File: src/rtl/vedic_mac_pkg.sv
// Shared constants and types for the Vedic MAC accumulator.
// Latency: n/a (declarations only).
// Backpressure: n/a.
// Contents: default operand/guard/count widths, FSM state type, sticky
// error-flag bit positions.
package vedic_mac_pkg;

  localparam int N_DEF  = 32;
  localparam int G_DEF  = 8;
  localparam int CW_DEF = 8;
  localparam int AW_DEF = 2*N_DEF + G_DEF;

  typedef enum logic {
    IDLE  = 1'b0,
    ACCUM = 1'b1
  } state_t;

  // Bit positions inside the sticky error vector.
  localparam int ERR_OVERRUN = 0;
  localparam int ERR_STRAY   = 1;
  localparam int ERR_W       = 2;

endpackage

File: src/rtl/vedic_mac_acc_core.sv
// Combinational accumulator adder with carry detect and optional clamp.
// Latency: 0 cycles (pure combinational).
// Backpressure: none.
// Ports: base/addend (AW) -> sum (AW), carry (carry out of bit AW-1).
// Build option: VEDIC_MAC_SATURATE_EN clamps sum to all-ones on carry;
// without it the sum wraps modulo 2^AW.
module vedic_mac_acc_core #(
  parameter int AW = 72
) (
  input  logic [AW-1:0] base,
  input  logic [AW-1:0] addend,
  output logic [AW-1:0] sum,
  output logic          carry
);

  logic [AW:0] raw;

  assign raw   = {1'b0, base} + {1'b0, addend};
  assign carry = raw[AW];

`ifdef VEDIC_MAC_SATURATE_EN
  // Once clamped, any further non-zero add carries again and re-clamps,
  // so the accumulator naturally stays at all-ones for the block.
  assign sum = carry ? {AW{1'b1}} : raw[AW-1:0];
`else
  assign sum = raw[AW-1:0];
`endif

endmodule

File: src/rtl/vedic_mac_accumulator.sv
// Sums cfg_len consecutive unsigned 2N-bit products into an AW-bit accumulator.
// Latency: sum visible on out_sum/out_valid 1 cycle after the last product.
// Backpressure: never stalls products; an undelivered sum that gets
// overwritten raises sticky err_overrun instead of blocking.
// Ports: clk, rst_n (async active-low); start/cfg_len begin a block;
// prod_valid/prod product stream; busy while accumulating; out_valid/
// out_ready/out_sum/out_ovf result handshake; err_overrun/err_stray sticky
// flags cleared by clr_err (a same-cycle set wins).
// Build option: VEDIC_MAC_SATURATE_EN selects clamp instead of wrap.
module vedic_mac_accumulator
  import vedic_mac_pkg::*;
#(
  parameter int N  = N_DEF,
  parameter int G  = G_DEF,
  parameter int CW = CW_DEF
) (
  input  logic              clk,
  input  logic              rst_n,
  input  logic              start,
  input  logic [CW-1:0]     cfg_len,
  input  logic              prod_valid,
  input  logic [2*N-1:0]    prod,
  output logic              busy,
  output logic              out_valid,
  input  logic              out_ready,
  output logic [2*N+G-1:0]  out_sum,
  output logic              out_ovf,
  output logic              err_overrun,
  output logic              err_stray,
  input  logic              clr_err
);

  localparam int AW = 2*N + G;

  state_t          state;
  logic [AW-1:0]   acc;
  logic [CW-1:0]   rem;
  logic            blk_ovf;
  logic [ERR_W-1:0] err_q;

  logic            in_acc;
  logic            take;
  logic [CW-1:0]   eff_len;
  logic [CW-1:0]   rem_base;
  logic [CW-1:0]   rem_next;
  logic [AW-1:0]   core_base;
  logic [AW-1:0]   core_add;
  logic [AW-1:0]   core_sum;
  logic            core_carry;
  logic            blk_ovf_next;
  logic            done;
  logic            accepted;
  logic [ERR_W-1:0] err_set;

  assign in_acc  = (state == ACCUM);
  // A product is consumed only by an opening start or an open block.
  assign take    = prod_valid & (start | in_acc);
  assign eff_len = (cfg_len == '0) ? CW'(1) : cfg_len;

  // start restarts the count from the new length; otherwise keep counting.
  assign rem_base = start ? eff_len : rem;
  assign rem_next = rem_base - CW'(take);

  assign core_base = start ? '0 : acc;
  assign core_add  = take ? {{G{1'b0}}, prod} : '0;

  vedic_mac_acc_core #(.AW(AW)) u_core (
    .base   (core_base),
    .addend (core_add),
    .sum    (core_sum),
    .carry  (core_carry)
  );

  // start drops the previous block's overflow history.
  assign blk_ovf_next = (start ? 1'b0 : blk_ovf) | (take & core_carry);

  // In ACCUM rem is never zero, so without a take rem_next cannot hit zero
  // unless start just loaded a length that the same-cycle product exhausts.
  assign done     = (start | take) & (rem_next == '0);
  assign accepted = out_valid & out_ready;

  always_comb begin
    err_set              = '0;
    err_set[ERR_OVERRUN] = done & out_valid & ~out_ready;
    err_set[ERR_STRAY]   = prod_valid & ~start & ~in_acc;
  end

  assign err_overrun = err_q[ERR_OVERRUN];
  assign err_stray   = err_q[ERR_STRAY];

  always_ff @(posedge clk or negedge rst_n) begin
    if (!rst_n) begin
      state     <= IDLE;
      busy      <= 1'b0;
      acc       <= '0;
      rem       <= '0;
      blk_ovf   <= 1'b0;
      out_valid <= 1'b0;
      out_sum   <= '0;
      out_ovf   <= 1'b0;
      err_q     <= '0;
    end else begin
      if (done) begin
        state <= IDLE;
        busy  <= 1'b0;
      end else if (start) begin
        state <= ACCUM;
        busy  <= 1'b1;
      end

      if (start | take) begin
        acc     <= core_sum;
        rem     <= rem_next;
        blk_ovf <= blk_ovf_next;
      end

      // A completing block always loads, whether or not the held sum left.
      if (done) begin
        out_sum   <= core_sum;
        out_ovf   <= blk_ovf_next;
        out_valid <= 1'b1;
      end else if (accepted) begin
        out_valid <= 1'b0;
      end

      err_q <= err_set | (err_q & {ERR_W{~clr_err}});
    end
  end

endmodule

File: config.mk
export PLATFORM = sky130hd
export DESIGN_NAME = vedic_mac_accumulator
export DESIGN_NICKNAME = d
export VERILOG_FILES = /design/src/rtl/vedic_mac_pkg.sv /design/src/rtl/vedic_mac_acc_core.sv /design/src/rtl/vedic_mac_accumulator.sv
export SDC_FILE = /design/constraint.sdc
export NUM_CORES = 1
export LEC_CHECK = 0
export CAP_MARGIN = 20
export CORE_MARGIN = 2
export CORE_UTILIZATION = 42
export CTS_CLUSTER_DIAMETER = 80
export CTS_CLUSTER_SIZE = 20
export DETAILED_ROUTE_END_ITERATION = 7
export GPL_TIMING_DRIVEN = 0
export HOLD_SLACK_MARGIN = 0.03
export SLEW_MARGIN = 20
export SYNTH_ARGS = -nofsm -noshare
export SYNTH_HDL_FRONTEND = slang
export SYNTH_SLANG_ARGS = --single-unit
File: constraint.sdc
create_clock -name clk -period 5.02 [get_ports clk]
set_clock_uncertainty 0.05 [all_clocks]
set_input_delay 0.753 -clock clk [delete_from_list [all_inputs] [get_ports clk]]
set_output_delay 0.753 -clock clk [all_outputs]
set_load 0.1 [all_outputs]
# == Yosys cells after proc, flatten, opt, wreduce, memory -nomap -nowiden ==
# Index checks and enable logic that the tools add are counted.
# word_totals
ff_bits,158
input_bits,78
out_inout_bits,77
# op_classes
add_sub_neg,2
muxes,9
n_bitwise,17
reduce_logical,4
# ops
op,count
adder 72 x 64 -> 73 bit,1
two-way mux 72 bit,1
two-way mux 64 bit,1
logical NOT 8 bit,2
two-way mux 8 bit,2
AND 1 bit,8
subtractor 8 x 1 -> 8 bit,1
two-way mux 1 bit,5
NOT 1 bit,4
nonzero test 2 bit,2
OR 1 bit,3
AND 2 bit,1
OR 2 bit,1

# == Depth between registers and ports, before layout ==
# logic_depth
depth_word,9
depth_mapped,18

# == Cells and area by module ==
# From an unflattened synthesis, not the netlist that was laid out.
# unflattened
hier_cells,1371
hier_area_um2,11587.4
# by_module_without_submodules
module,instances,cells_per_inst,area_each_um2,seq_area_each_um2
vedic_mac_accumulator,1,715,7241.9,3953.8
vedic_mac_acc_core,1,656,4345.4,0.0

# == Least setup slack after synthesis ==
# No wires, ideal clock.
# synth_timing
path_type,input to register
startpoint,in start
endpoint,reg out_sum[71]
setup_time_ns,0.082
t_arrival_ns,4.299
setup_slack_ns,0.589
stages,17
n_path_buf,6
cell_sequence,buf_2 -> buf_2 -> clkbuf_1 -> clkbuf_1 -> clkbuf_1 -> nor2b_1 -> ha_1 -> buf_2 -> nand4_2 -> nor3_4 -> nand2_1 -> nor2_1 -> a21bo_1 -> a2111oi_4 -> nor2_2 -> or4_1 -> a31oi_1
# synth_between
elab_chain_cells,5
# synth_lines
item,line_no,source
from (decl),vedic_mac_accumulator.sv:19,"input logic start,"
"parallel branches: the longest is 5 deep, another holds adder 72 x 64 -> 73 bit",--,
to (signal assigned),vedic_mac_accumulator.sv:119,out_sum <= core_sum;
to (decl),vedic_mac_accumulator.sv:26,"output logic [2*N+G-1:0] out_sum,"
# Parallel ways; which one is timed is not known.
# A chain may end at the register's enable or synchronous reset.

# == Final worst setup path ==
# layout_timing
startpoint,in prod_valid
endpoint,reg out_sum[62]
# layout_between
elab_chain_cells,4
# layout_lines
item,line_no,source
from (decl),vedic_mac_accumulator.sv:21,"input logic prod_valid,"
AND 1 bit (*),vedic_mac_accumulator.sv:57,assign take = prod_valid & (start | in_acc);
"parallel branches: the longest is 3 deep, another holds adder 72 x 64 -> 73 bit",--,
# Every way passes the cells marked *.

==> flow_summary.toml <==
[run_status]
status = "complete, no violations"

[synthesis]
synth-main-ff-cell = "dfrtp_1"
synth_top_cell_by_area = "dfrtp_1"
synth.avg_cell_area_um2 = 8.09
ys_warn_count = 0
syn_nets = 1537
synth-edff-count = 0
syn-cell-area_mm2 = 0.0113
yosysTopAreaCellShare_pct = 35.1
synth_cell_types = 73
syn_inst = 1392
async_reset_ff_share_pct = 100
synth_most_common_cell = "nand2_1"
ys_seq_area_share_pct = 35.1
synth_area_leaders = "dfrtp_1 (35%), ha_1 (7.3%), nand2_1 (7.2%), o21ai_0 (6.5%), a21oi_1 (5.0%)"
ys_ff_latch = 158
synthTopCellsByCount = "nand2_1 (215), dfrtp_1 (158), o21ai_0 (147)"

[sta]
fin_ws_ps = 208
finalSetupViolations = 0
relSlewSlack_pct = 33.3
tightest_slew_ps = 997
slew_violations = 0
finalHoldViolCount = 0
fin_crit_ps = 4810
fmax_ghz = 0.208
fin_crit_sh_pct = 95.9

[drt]
post_drt_wl_per_cell_um = 18.7
drtPass1Iterations = 7
drt-vias-per-instance = 5.61
drt_iter0_drc = 854
via_count = 10800
routed_wl_um = 35800
ant_nets = 0
drc_errors = 0

[worst_setup_path]
critPathMaxFanout = 10
reg2reg_slack_ps = 450
crit_end = "out_sum[62]"
reg2reg_to = "out_sum[62]"
crit_required_ps = 5280
start_kind = "input pin"
cp_common_cell = "buf_4"
cp_cell_sequence = "clkdlybuf4s50_1, o21ai_4, inv_2, clkbuf_4, clkbuf_2, and2_1, ha_1, buf_2, nand4_1, a2111oi_2, o211ai_1, buf_4, a2111oi_4, o31a_1, buf_4, a21o_1, a21oi_1, xor2_1, o21ai_1"
worstSetupPathType = "input pin to flip-flop"
crit_start = "prod_valid"
critical_path.top_delay_family = "compound AO/OA/AOI/OAI gates"
cp.arrival_ps = 5070
cp.depth = 19
endpoint_kind = "flip-flop"
critPathBufInv = 7
critical_path.max_stage_delay_ps = 500
reg2reg_depth = 18
reg2reg_from = "in_acc"
cp_slowest_cell = "clkdlybuf4s50_1"

[power]
p_total_mw = 4.61
power_frac_clock_pct = 30.8
pwr_density_cell_mw_per_mm2 = 329
switching_share_pct = 40.0
p_sw_mw = 1.84
combPwrFrac_pct = 35.3
seqPwrFrac_pct = 34.0
power_leakage_nw = 5.88
p_int_mw = 2.77
ir_drop_uv = 152

[floorplan]
start_util_pct = 43.0
dieArea_mm2 = 0.0282
num_rows = 59
pin_count = 155
dieHeight_um = 168
die_w_um = 168
core_area_mm2 = 0.0262

[clock_tree]
cts.clk_slew.worst_paths_ps = 80
htreeDepth = 4
hold_buffers = 0
cts.sinks = 158
numCtsBuffers = 17
cts-root-buf = "clkbuf_16"
cts_tree = "built"
clk-insertion-delay-late_ps = 440
clockBufferDepth = 2

[hold_path]
hold_path_class = "input pin to asynchronous set/reset pin"

[placement]
portBuffers = 153
dp_hpwl_um = 27500
place_ws_ps = -1400
dp_cells = 1881
place.gp.congestion = 0.894

[layout]
drive_above_1_share_pct = 6.39
antenna_cells = 0
fin_util_pct = 53.4
area_delta_synth_final_pct = 24.3
instances_no_fill = 1915
fin_nets = 1712

[grt]
grt_usage_pct = 25.6
grt_antenna_before_repair = 0
grt_pass1_vias = 10500
grt_pass1_wl_um = 57300
grt_max_degree = 89
overflow = 0

[run]
cap_violations = 0
flip-flops by register name, indices dropped and copies added, names as in the netlist:
register / flops
in_acc: 1
out_valid: 1
out_sum: 72
out_ovf: 1
rem: 8
blk_ovf: 1
err_q: 2
acc: 72
worst register-to-register path: stages, from the launching register on:
cell,delay (ps)
dfrtp_1,450
o21ai_4,320
inv_2,160
clkbuf_4,250
clkbuf_2,230
and2_1,210
ha_1,260
buf_2,190
nand4_1,250
a2111oi_2,340
o211ai_1,130
buf_4,180
a2111oi_4,380
o31a_1,190
buf_4,150
a21o_1,270
a21oi_1,120
xor2_1,240
o21ai_1,90
power by group through the flow:
| stage | Clock [mW] | Combinational, mW | Sequential [mW] |
|---|---|---|---|
| after floorplan | 0 | 0.813 | 1.92 |
| after global placement | 0 | 1.59 | 1.59 |
| after detailed placement | 0 | 1.61 | 1.59 |
| after CTS | 1.44 | 1.62 | 1.57 |
| after global routing | 1.49 | 1.77 | 1.59 |
| final | 1.42 | 1.63 | 1.56 |
cell families (layout without fill, tap and decap cells):
| logic type | count (synthesis) | count (layout) | synth area share [%] |
|---|---|---|---|
| xor gates and xnor gates | 77 | 77 | 5.99 |
| muxes | 11 | 11 | 1.02 |
| DFF | 158 | 158 | 35.1 |
| buffers and inverters | 102 | 290 | 3.60 |
| AOI/OAI and AO/OA | 421 | 421 | 22.5 |
| adders and majority gates | 67 | 67 | 7.51 |
| and+or+nand+nor | 556 | 556 | 24.2 |
cells in the final DEF (no fill, tap or decap), types with 15 or more instances in the layout:
cell	count
inv_1	26
a21oi_1	111
xnor2_1	45
nand4_1	25
nand3_1	21
nor2b_1	71
clkdlybuf4s50_1	152
nand2_1	215
buf_2	17
clkbuf_1	42
clkbuf_16	17
nor3_1	21
xor2_1	32
and2_1	70
ha_1	66
dfrtp_1	158
o21ai_0	147
a21o_1	24
o21bai_1	15
nor2_1	82
o21ai_1	22
routing by layer:
metal	global-route usage [%]	share of wire, %	vias to the layer above
met5	0	0	-
li1	-	-	5240
met1	35.7	47	5171
met2	42.4	47	295
met4	6.24	1.6	0
met3	3.20	4.2	45
final cells by class:
class                           count  area, µm²
Multi-Input combinational cell   1132       7010
Sequential cell                   158       3950
Fill cell                        2538      12200
Tap cell                          335        419
Buffer                             74        318
Clock inverter                     15        194
Timing Repair Buffer              157       1590
Inverter                           27        101
Clock buffer                       17        425
timing repair:
action	in CTS	in global routing
cloned	0	0
pin swaps	1	2
endpoints found under the setup margin	76	40
gates resized for setup	16	18
setup buffers	1	2
worst min-delay path by stage:
stage,end,slack [ps]
2_1_floorplan,acc[0],380
3_3_place_gp,acc[0],400
3_5_place_dp,acc[0],400
4_1_cts,acc[12],220
5_1_grt,out_sum[14],240
6_report,acc[12],200
per-stage QoR:
stage	area, µm²	hold slack (ps)	setup TNS, ps
floorplan	11300	381	0
global placement	13200	398	-643140
detailed placement	13300	403	-75910
CTS	13900	224	0
global route	14000	239	-64.2
finish	14000	196	0
No activity file was read; power rests on OpenSTA's default activity.
